**src/rtl/fetch_sequencer_pkg.sv**
```systemverilog
// Shared definitions for the fetch sequencer: phase encoding and default sizing.
package fetch_sequencer_pkg;

    typedef enum logic [1:0] {
        ST_IDLE   = 2'd0,
        ST_RUN    = 2'd1,
        ST_HALTED = 2'd2,
        ST_FAULT  = 2'd3
    } state_t;

    localparam int DEFAULT_IMW       = 4;
    localparam int DEFAULT_RAS_DEPTH = 4;

endpackage

```
**src/rtl/fetch_sequencer_ras_stack.sv**
```systemverilog
// Return-address stack: LIFO of IMW-bit addresses kept as an entry array plus a fill count.
module ras_stack
    import fetch_sequencer_pkg::*;
#(
    parameter int IMW       = DEFAULT_IMW,
    parameter int RAS_DEPTH = DEFAULT_RAS_DEPTH
) (
    input  logic           clk,
    input  logic           rst,
    input  logic           push,
    input  logic           pop,
    input  logic [IMW-1:0] push_data,
    output logic [IMW-1:0] top,
    output logic           empty,
    output logic           full
);

    localparam int            AW      = $clog2(RAS_DEPTH);
    localparam logic [AW:0]   DEPTH_C = (AW+1)'(RAS_DEPTH);

    logic [IMW-1:0] entry_r [RAS_DEPTH];
    logic [AW:0]    count_r;
    logic [AW-1:0]  wr_idx_s;
    logic [AW-1:0]  top_idx_s;
    logic           empty_s;
    logic           full_s;
    logic           do_push_s;
    logic           do_pop_s;

    assign empty_s   = (count_r == (AW+1)'(0));
    assign full_s    = (count_r == DEPTH_C);
    assign wr_idx_s  = count_r[AW-1:0];
    assign top_idx_s = count_r[AW-1:0] - AW'(1);

    // Qualify requests: a push into a full stack or a pop from an empty one never moves the count.
    always_comb begin
        do_push_s = 1'b0;
        do_pop_s  = 1'b0;
        if (rst) begin
            do_push_s = 1'b0;
            do_pop_s  = 1'b0;
        end else if (pop) begin
            do_pop_s = !empty_s;
        end else begin
            do_push_s = push && !full_s;
        end
    end

    // Fill count; reset empties the stack without touching the entries.
    always_ff @(posedge clk) begin
        if (rst) begin
            count_r <= (AW+1)'(0);
        end else if (do_push_s) begin
            count_r <= count_r + (AW+1)'(1);
        end else if (do_pop_s) begin
            count_r <= count_r - (AW+1)'(1);
        end else begin
            count_r <= count_r;
        end
    end

    // Entry storage, written only on an accepted push.
    always_ff @(posedge clk) begin
        if (do_push_s) begin
            entry_r[wr_idx_s] <= push_data;
        end
    end

    assign top   = entry_r[top_idx_s];
    assign empty = empty_s;
    assign full  = full_s;

endmodule

```
**src/rtl/fetch_sequencer.sv**
```systemverilog
// PC sequencer: IDLE/RUN/HALTED/FAULT phases, prioritised redirects and call/return via the RAS.
module fetch_sequencer
    import fetch_sequencer_pkg::*;
#(
    parameter int IMW       = DEFAULT_IMW,
    parameter int RAS_DEPTH = DEFAULT_RAS_DEPTH
) (
    input  logic           clk,
    input  logic           rst,
    input  logic           start,
    input  logic           halt,
    input  logic           stall,
    input  logic           branch_taken,
    input  logic           call,
    input  logic           ret,
    input  logic [IMW-1:0] branch_target,
    output logic [IMW-1:0] pc_out,
    output logic           fetch_valid,
    output logic           running,
    output logic           halted,
    output logic           fault,
    output logic           ras_ovf,
    output logic           ras_unf
);

    state_t         state_r;
    logic [IMW-1:0] pc_r;
    logic           ovf_r;
    logic           unf_r;

    logic [IMW-1:0] pc_inc_s;
    logic [IMW-1:0] ras_top_s;
    logic           ras_empty_s;
    logic           ras_full_s;
    logic           ras_push_s;
    logic           ras_pop_s;
    logic           ras_clear_s;
    logic           slot_active_s;

    // Increment wraps naturally at 2^IMW; the same value is the pushed return address.
    assign pc_inc_s    = pc_r + IMW'(1);
    assign ras_clear_s = rst | start;

    // RAS strobes follow the same priority as the PC mux: ret shadows call, stall/halt shadow both.
    always_comb begin
        slot_active_s = 1'b0;
        ras_push_s    = 1'b0;
        ras_pop_s     = 1'b0;
        if ((state_r == ST_RUN) && !stall && !halt && !start && !rst) begin
            slot_active_s = 1'b1;
        end else begin
            slot_active_s = 1'b0;
        end
        if (slot_active_s && ret) begin
            ras_pop_s = !ras_empty_s;
        end else if (slot_active_s && call) begin
            ras_push_s = !ras_full_s;
        end else begin
            ras_push_s = 1'b0;
            ras_pop_s  = 1'b0;
        end
    end

    ras_stack #(
        .IMW       (IMW),
        .RAS_DEPTH (RAS_DEPTH)
    ) u_ras (
        .clk       (clk),
        .rst       (ras_clear_s),
        .push      (ras_push_s),
        .pop       (ras_pop_s),
        .push_data (pc_inc_s),
        .top       (ras_top_s),
        .empty     (ras_empty_s),
        .full      (ras_full_s)
    );

    // Phase FSM and next-PC mux; start restarts from address 0 out of any phase.
    always_ff @(posedge clk) begin
        if (rst) begin
            state_r <= ST_IDLE;
            pc_r    <= IMW'(0);
            ovf_r   <= 1'b0;
            unf_r   <= 1'b0;
        end else if (start) begin
            state_r <= ST_RUN;
            pc_r    <= IMW'(0);
            ovf_r   <= 1'b0;
            unf_r   <= 1'b0;
        end else begin
            case (state_r)
                ST_RUN: begin
                    if (stall) begin
                        pc_r <= pc_r;
                    end else if (halt) begin
                        state_r <= ST_HALTED;
                    end else if (ret) begin
                        if (ras_empty_s) begin
                            state_r <= ST_FAULT;
                            unf_r   <= 1'b1;
                        end else begin
                            pc_r <= ras_top_s;
                        end
                    end else if (call) begin
                        if (ras_full_s) begin
                            state_r <= ST_FAULT;
                            ovf_r   <= 1'b1;
                        end else begin
                            pc_r <= branch_target;
                        end
                    end else if (branch_taken) begin
                        pc_r <= branch_target;
                    end else begin
                        pc_r <= pc_inc_s;
                    end
                end
                default: begin
                    state_r <= state_r;
                    pc_r    <= pc_r;
                end
            endcase
        end
    end

    assign pc_out      = pc_r;
    assign fetch_valid = (state_r == ST_RUN) && !stall;
    assign running     = (state_r == ST_RUN);
    assign halted      = (state_r == ST_HALTED);
    assign fault       = (state_r == ST_FAULT);
    assign ras_ovf     = ovf_r;
    assign ras_unf     = unf_r;

endmodule

```
**config.mk**
```make
export PLATFORM = sky130hd
export DESIGN_NAME = fetch_sequencer
export DESIGN_NICKNAME = d
export VERILOG_FILES = /design/src/rtl/fetch_sequencer_pkg.sv /design/src/rtl/fetch_sequencer_ras_stack.sv /design/src/rtl/fetch_sequencer.sv
export SDC_FILE = /design/constraint.sdc
export NUM_CORES = 1
export LEC_CHECK = 0
export CAP_MARGIN = 20
export CORE_UTILIZATION = 50
export CTS_BUF_LIST = sky130_fd_sc_hd__clkbuf_2
export DETAILED_ROUTE_END_ITERATION = 8
export GPL_ROUTABILITY_DRIVEN = 0
export GPL_TIMING_DRIVEN = 0
export PLACE_DENSITY_LB_ADDON = 0.12
export RECOVER_POWER = 50
export SLEW_MARGIN = 25
export SYNTH_ARGS = -nofsm -noshare
export SYNTH_HDL_FRONTEND = slang
export SYNTH_SLANG_ARGS = --single-unit
```
**constraint.sdc**
```tcl
create_clock -name clk -period 4.25 [get_ports clk]
set_clock_uncertainty 0.2 [all_clocks]
set_input_delay 0.6375 -clock clk [delete_from_list [all_inputs] [get_ports clk]]
set_output_delay 0.6375 -clock clk [all_outputs]
set_load 0.03 [all_outputs]
```
==> flow_metrics.py, run 1 <==
metrics = {
    "outcome": {
        "status": "finished, final reports clean",
    },
    "power_and_ir_drop": {
        "pwr-share-comb": 0.102,
        "switchingPower_mw": 0.0983,
        "p_sw_frac": 0.235,
        "clkPwrFrac": 0.232,
        "total_power_mw": 0.418,
        "p_leak_nw": 0.538,
        "power_density_nw_per_um2": 264,
        "p_int_mw": 0.320,
        "pwr-share-seq": 0.666,
        "ir_drop_mv": 0.197,
    },
    "synthesis": {
        "synth_area_um2": 1330,
        "synth_area_leader_cell": "edfxtp_1",
        "yosysUniqueCellTypes": 38,
        "yosys_warnings": 0,
        "ys_ff_latch": 27,
        "async_flop_share": 0,
        "synth-edff-count": 16,
        "synth_area_leaders": "edfxtp_1, dfxtp_1, mux4_2",
        "synth_ff_type": "edfxtp_1",
        "synth_top_area_share": 0.362,
        "synthCells": 112,
        "syn_nets": 130,
        "ys_seq_area_frac": 0.527,
        "ys_top_cells_by_count": "edfxtp_1, dfxtp_1, nor2_1, o21ai_0",
        "synth.most_common_cell": "edfxtp_1",
        "postSynthAreaPerCell_um2": 11.9,
    },
    "timing": {
        "rsz0062_at_grt": "false",
        "hold_viol": 0,
        "fmax_ghz": 0.315,
        "setup_viol": 0,
        "fin_tns_setup_ns": 0,
        "worst_pin_slew_ns": 0.552,
        "finalMaxSlewViolations": 0,
        "hold_ws_ns": 0.298,
        "timing.final.crit_period_ns": 3.18,
        "relSlewSlack": 0.631,
        "fin_crit_sh": 0.747,
    },
    "clocking": {
        "tritoncts": "built",
        "cts_resized": 0,
        "clock_sinks": 27,
        "cts.clk_slew.worst_paths_ns": 0.24,
        "postCtsSetupRepairBufs": 0,
        "clockBufferDepth": 2,
        "cts_buffers": 3,
        "h-tree-depth": 1,
        "root_buffer": "clkbuf_2",
        "cts_hold_buf": 0,
        "clk_latency_ns": 0.35,
    },
    "floorplanning": {
        "core_um2": 2500,
        "initial_core_util": 0.532,
        "dieArea_um2": 2870,
        "die_x_um": 53.6,
        "row_count": 18,
        "die_h_um": 53.6,
        "io_pins": 22,
    },
    "setup_path": {
        "critPathKind": "in -> reg",
        "r2r_cells": 10,
        "end_kind": "flip-flop",
        "crit_fanout": 5,
        "cp.required_ns": 4.33,
        "setup.worst_path.start_class": "input pin",
        "critical_path_arrival_ns": 3.25,
    },
    "route": {
        "wire_per_inst_um": 14.7,
        "wl_um": 2450,
        "vias": 936,
        "viasPerCell": 5.64,
        "drc": 0,
        "ant_nets": 0,
        "drt-initial-drc-count": 26,
        "dr.pass1.iters": 4,
    },
    "place": {
        "numPortBuffers": 20,
        "hpwl_um": 1900,
        "dp_cells": 162,
    },
    "global_routing": {
        "grt_max_degree": 17,
        "grt.overflow.total": 0,
        "track_usage": 0.191,
        "antenna_found_initial": 0,
        "grt_pass1_wl_um": 3760,
        "grt_pass1_vias": 842,
    },
    "layout": {
        "final_cell_count_no_fill": 166,
        "num_antenna_cells": 0,
        "syn_to_final_growth_pct": 19.0,
        "drive_above_1_share": 0.118,
        "final_util": 0.633,
        "final_net_count": 155,
    },
    "job": {
        "cap_viol_max_count": 0,
    },
    "hold_path": {
        "min_path_cells": 1,
        "hp-class": "reg -> reg",
    },
}
## flip-flops by register name, indices dropped and copies added (netlist names)
signal,cells
pc_out,4
u_ras.count_r,3
ras_ovf,1
ras_unf,1
u_ras.entry_r,16
state_r,2
## power groups by stage
stage	sequential, mW	clock, mW	combinational [mW]
after floorplan	0.284	0	0.0221
after global placement	0.284	0	0.0420
after detailed placement	0.284	0	0.0430
after CTS	0.279	0.100	0.0433
after global routing	0.279	0.107	0.0464
final	0.278	0.0969	0.0425
## metrics by stage
| step | cell area, um^2 | setup WS (ns) |
|---|---|---|
| after global routing | 1580 | 0.975 |
| after CTS | 1590 | 1.25 |
| after floorplan | 1330 | 1.55 |
| after global placement | 1570 | 0.928 |
| after detailed placement | 1570 | 0.878 |
| final | 1580 | 1.07 |
## layout make-up
type	instances	area, um^2
plain buffers	2	11.3
clock buffers	3	15.0
clock inverters	1	7.51
fillers	195	918
inverters	6	22.5
multi-input cells	77	587
flip-flops and latches	27	701
well taps	30	37.5
repair buffers	20	200
## cells in the final DEF, fill, tap and decap left out, types with 4 or more instances in the layout
cell type        instances
dfxtp_1                 11
nand2_1                  6
ha_1                     5
nor2_1                  10
mux4_2                   4
and2_1                   4
inv_1                    6
edfxtp_1                16
clkdlybuf4s50_1         18
a21oi_1                  5
o21ai_0                  9
## metal layers
metal	vias to the layer above	track usage	wire (um)
met3	2	0.0254	82
li1	466	-	-
met1	446	0.262	1150
met2	22	0.304	1190
met4	0	0.0789	19
met5	-	0	0
## critical path: stages
cell and delay (ns):
dlygate4sd3_1 0.60, or4b_1 0.54, nor2_1 0.19, and3_4 0.23, inv_1 0.05, fa_1 0.43
o31ai_1 0.23, a21oi_1 0.10, a311oi_1 0.26
## final timing paths
path                    start               end  slack (ns)
min reg2reg           ras_unf           ras_unf        0.30
max                     stall  u_ras.count_r[2]        1.07
min                   ras_unf           ras_unf        0.30
max reg2reg  u_ras.count_r[0]  u_ras.count_r[2]        1.28
## cell families after synthesis
group,share of synthesized area
and+or+nand+nor,0.163
muxes,0.0678
adders and majority gates,0.0621
AOI/OAI and AO/OA,0.134
buffers and inverters,0.0264
DFF,0.527
xor gates and xnor gates,0.0198
No activity file was read; power rests on OpenSTA's default activity.
==> inputs of run 2 (changes only) <==
Settings changed: CORE_UTILIZATION 50 to 49.
Clock period 4.25 ns to 2.75 ns, I/O delays scaled along.
==> run 2 against run 1 <==
  * First-iteration DRC count decreased by 15%
  * Worst setup slack got worse by 0.93 ns
  * Die area increased by 2.0%
  * Clock power increased by 62%
  * Critical path type unchanged
  * Largest power group unchanged
==> flow_metrics.py, run 2 (synthesized netlist as in run 1, its figures left out) <==
metrics = {
    "layout": {
        "multiInputGateArea_um2": 603,
        "regArea_um2": 704,
        "drive_above_1_share": 0.169,
        "layout_common_cells": "clkdlybuf4s50_1, edfxtp_1, dfxtp_1",
        "fillers": 211,
        "final_cell_count_no_fill": 166,
        "largest_register": "u_ras.entry_r",
        "final_area_um2": 1610,
        "syn_to_final_growth_pct": 21.3,
        "final_common_cell": "clkdlybuf4s50_1",
        "final_util": 0.639,
        "final_net_count": 155,
        "largest_reg_flops": 16,
        "num_antenna_cells": 0,
    },
    "clocking": {
        "root_buffer": "clkbuf_2",
        "cts_buffers": 3,
        "tritoncts": "built",
        "clockBufferDepth": 2,
        "postCtsSetupRepairBufs": 0,
        "clock_sinks": 27,
        "clk_latency_ns": 0.36,
        "h-tree-depth": 1,
        "cts.clk_slew.worst_paths_ns": 0.24,
        "cts_hold_buf": 0,
    },
    "route": {
        "viasPerCell": 5.78,
        "drt-initial-drc-count": 22,
        "wire_per_inst_um": 16.1,
        "dr.pass1.iters": 4,
        "ant_nets": 0,
        "wl_um": 2680,
        "vias": 960,
        "drc": 0,
    },
    "power_and_ir_drop": {
        "total_power_mw": 0.654,
        "ir_drop_mv": 0.270,
        "p_leak_nw": 0.564,
        "power_density_nw_per_um2": 406,
    },
    "setup_path": {
        "cp.required_ns": 2.82,
        "reg2reg_slack_ns": 0.17,
        "r2r_start": "state_r[1]",
        "critical_path_arrival_ns": 2.68,
        "critPathKind": "in -> reg",
        "r2r_cells": 8,
        "worstReg2RegEnd": "u_ras.count_r[2]",
        "crit_fanout": 8,
        "end_kind": "flip-flop",
        "setup.worst_path.start_class": "input pin",
    },
    "job": {
        "cap_viol_max_count": 0,
    },
    "global_routing": {
        "grt_max_degree": 18,
        "grt_pass1_wl_um": 4110,
        "grt.overflow.total": 0,
        "antenna_found_initial": 0,
        "track_usage": 0.204,
        "grt_pass1_vias": 860,
    },
    "timing": {
        "hold_ws_ns": 0.169,
        "timing.final.crit_period_ns": 2.61,
        "relSlewSlack": 0.648,
        "fin_crit_sh": 0.948,
        "fmax_ghz": 0.383,
        "setup_viol": 0,
        "worst_pin_slew_ns": 0.525,
        "hold_viol": 0,
        "finalMaxSlewViolations": 0,
    },
    "outcome": {
        "status": "finished, final reports clean",
    },
    "hold_path": {
        "min-delay-start": "ret",
        "hp-class": "in -> reg",
        "min_path_cells": 3,
        "whs_endpoint": "pc_out[3]",
    },
    "floorplanning": {
        "initial_core_util": 0.527,
        "die_h_um": 54.1,
        "row_count": 18,
        "core_um2": 2520,
        "dieArea_um2": 2920,
        "die_x_um": 54.1,
        "io_pins": 22,
    },
    "place": {
        "numPortBuffers": 20,
        "dp_cells": 162,
        "place_area_um2": 1570,
        "hpwl_um": 2050,
    },
}
-- run 2: how the worst max path moves through the flow --
stage / to / start / cells after the start / slack [ns]
2_1_floorplan: u_ras.count_r[2] / stall / 8 / 0.28
3_3_place_gp: u_ras.count_r[2] / stall / 9 / -0.35
3_5_place_dp: u_ras.count_r[2] / stall / 9 / -0.43
4_1_cts: u_ras.count_r[2] / stall / 9 / 0.03
5_1_grt: u_ras.count_r[2] / u_ras.count_r[0] / 10 / -0.004
6_report: u_ras.count_r[2] / call / 9 / 0.14
-- run 2: what timing repair did --
action,4_1_cts,5_1_grt
hold endpoints to repair,0,0
setup endpoints to repair,1,1
resized for setup,2,7
-- run 2: critical path: stages --
cell             delay (ns)
clkdlybuf4s50_1        0.62
or2b_4                 0.33
nor2_2                 0.12
and3_4                 0.21
inv_1                  0.06
fa_2                   0.37
o31ai_2                0.19
a21oi_1                0.09
a311oi_1               0.25
-- run 2: cell type report --
| cell class | instances | area share |
|---|---|---|
| sequential | 27 | 0.437 |
| multi-input combinational | 77 | 0.374 |
| timing repair buffer | 20 | 0.127 |
| tap | 30 | 0.0233 |
| inverter | 6 | 0.0140 |
| clock buffer | 3 | 0.00932 |
| buffer | 2 | 0.00932 |
| clock inverter | 1 | 0.00543 |
-- run 2: per-layer routing --
layer,part of all wire,vias to the layer above,GRT usage
li1,-,468,-
met1,0.44,463,0.279
met2,0.50,27,0.340
met3,0.054,2,0.0254
met4,0.0037,0,0.0556
met5,0,-,0
-- run 2: power by group --
group | leakage, nW | switching (mW) | internal [mW] | total (mW)
registers | 0.232 | 0.00334 | 0.427 | 0.430
logic | 0.315 | 0.0341 | 0.0334 | 0.0675
clock network | 0.0170 | 0.119 | 0.0380 | 0.157
-- run 2: stage by stage --
| stage | TNS (ns) | worst slack, ns |
|---|---|---|
| CTS | 0 | 0.0267 |
| detailed placement | -0.504 | -0.428 |
| floorplan | 0 | 0.278 |
| finish | 0 | 0.142 |
| global placement | -0.377 | -0.347 |
| global route | -0.00390 | -0.00390 |
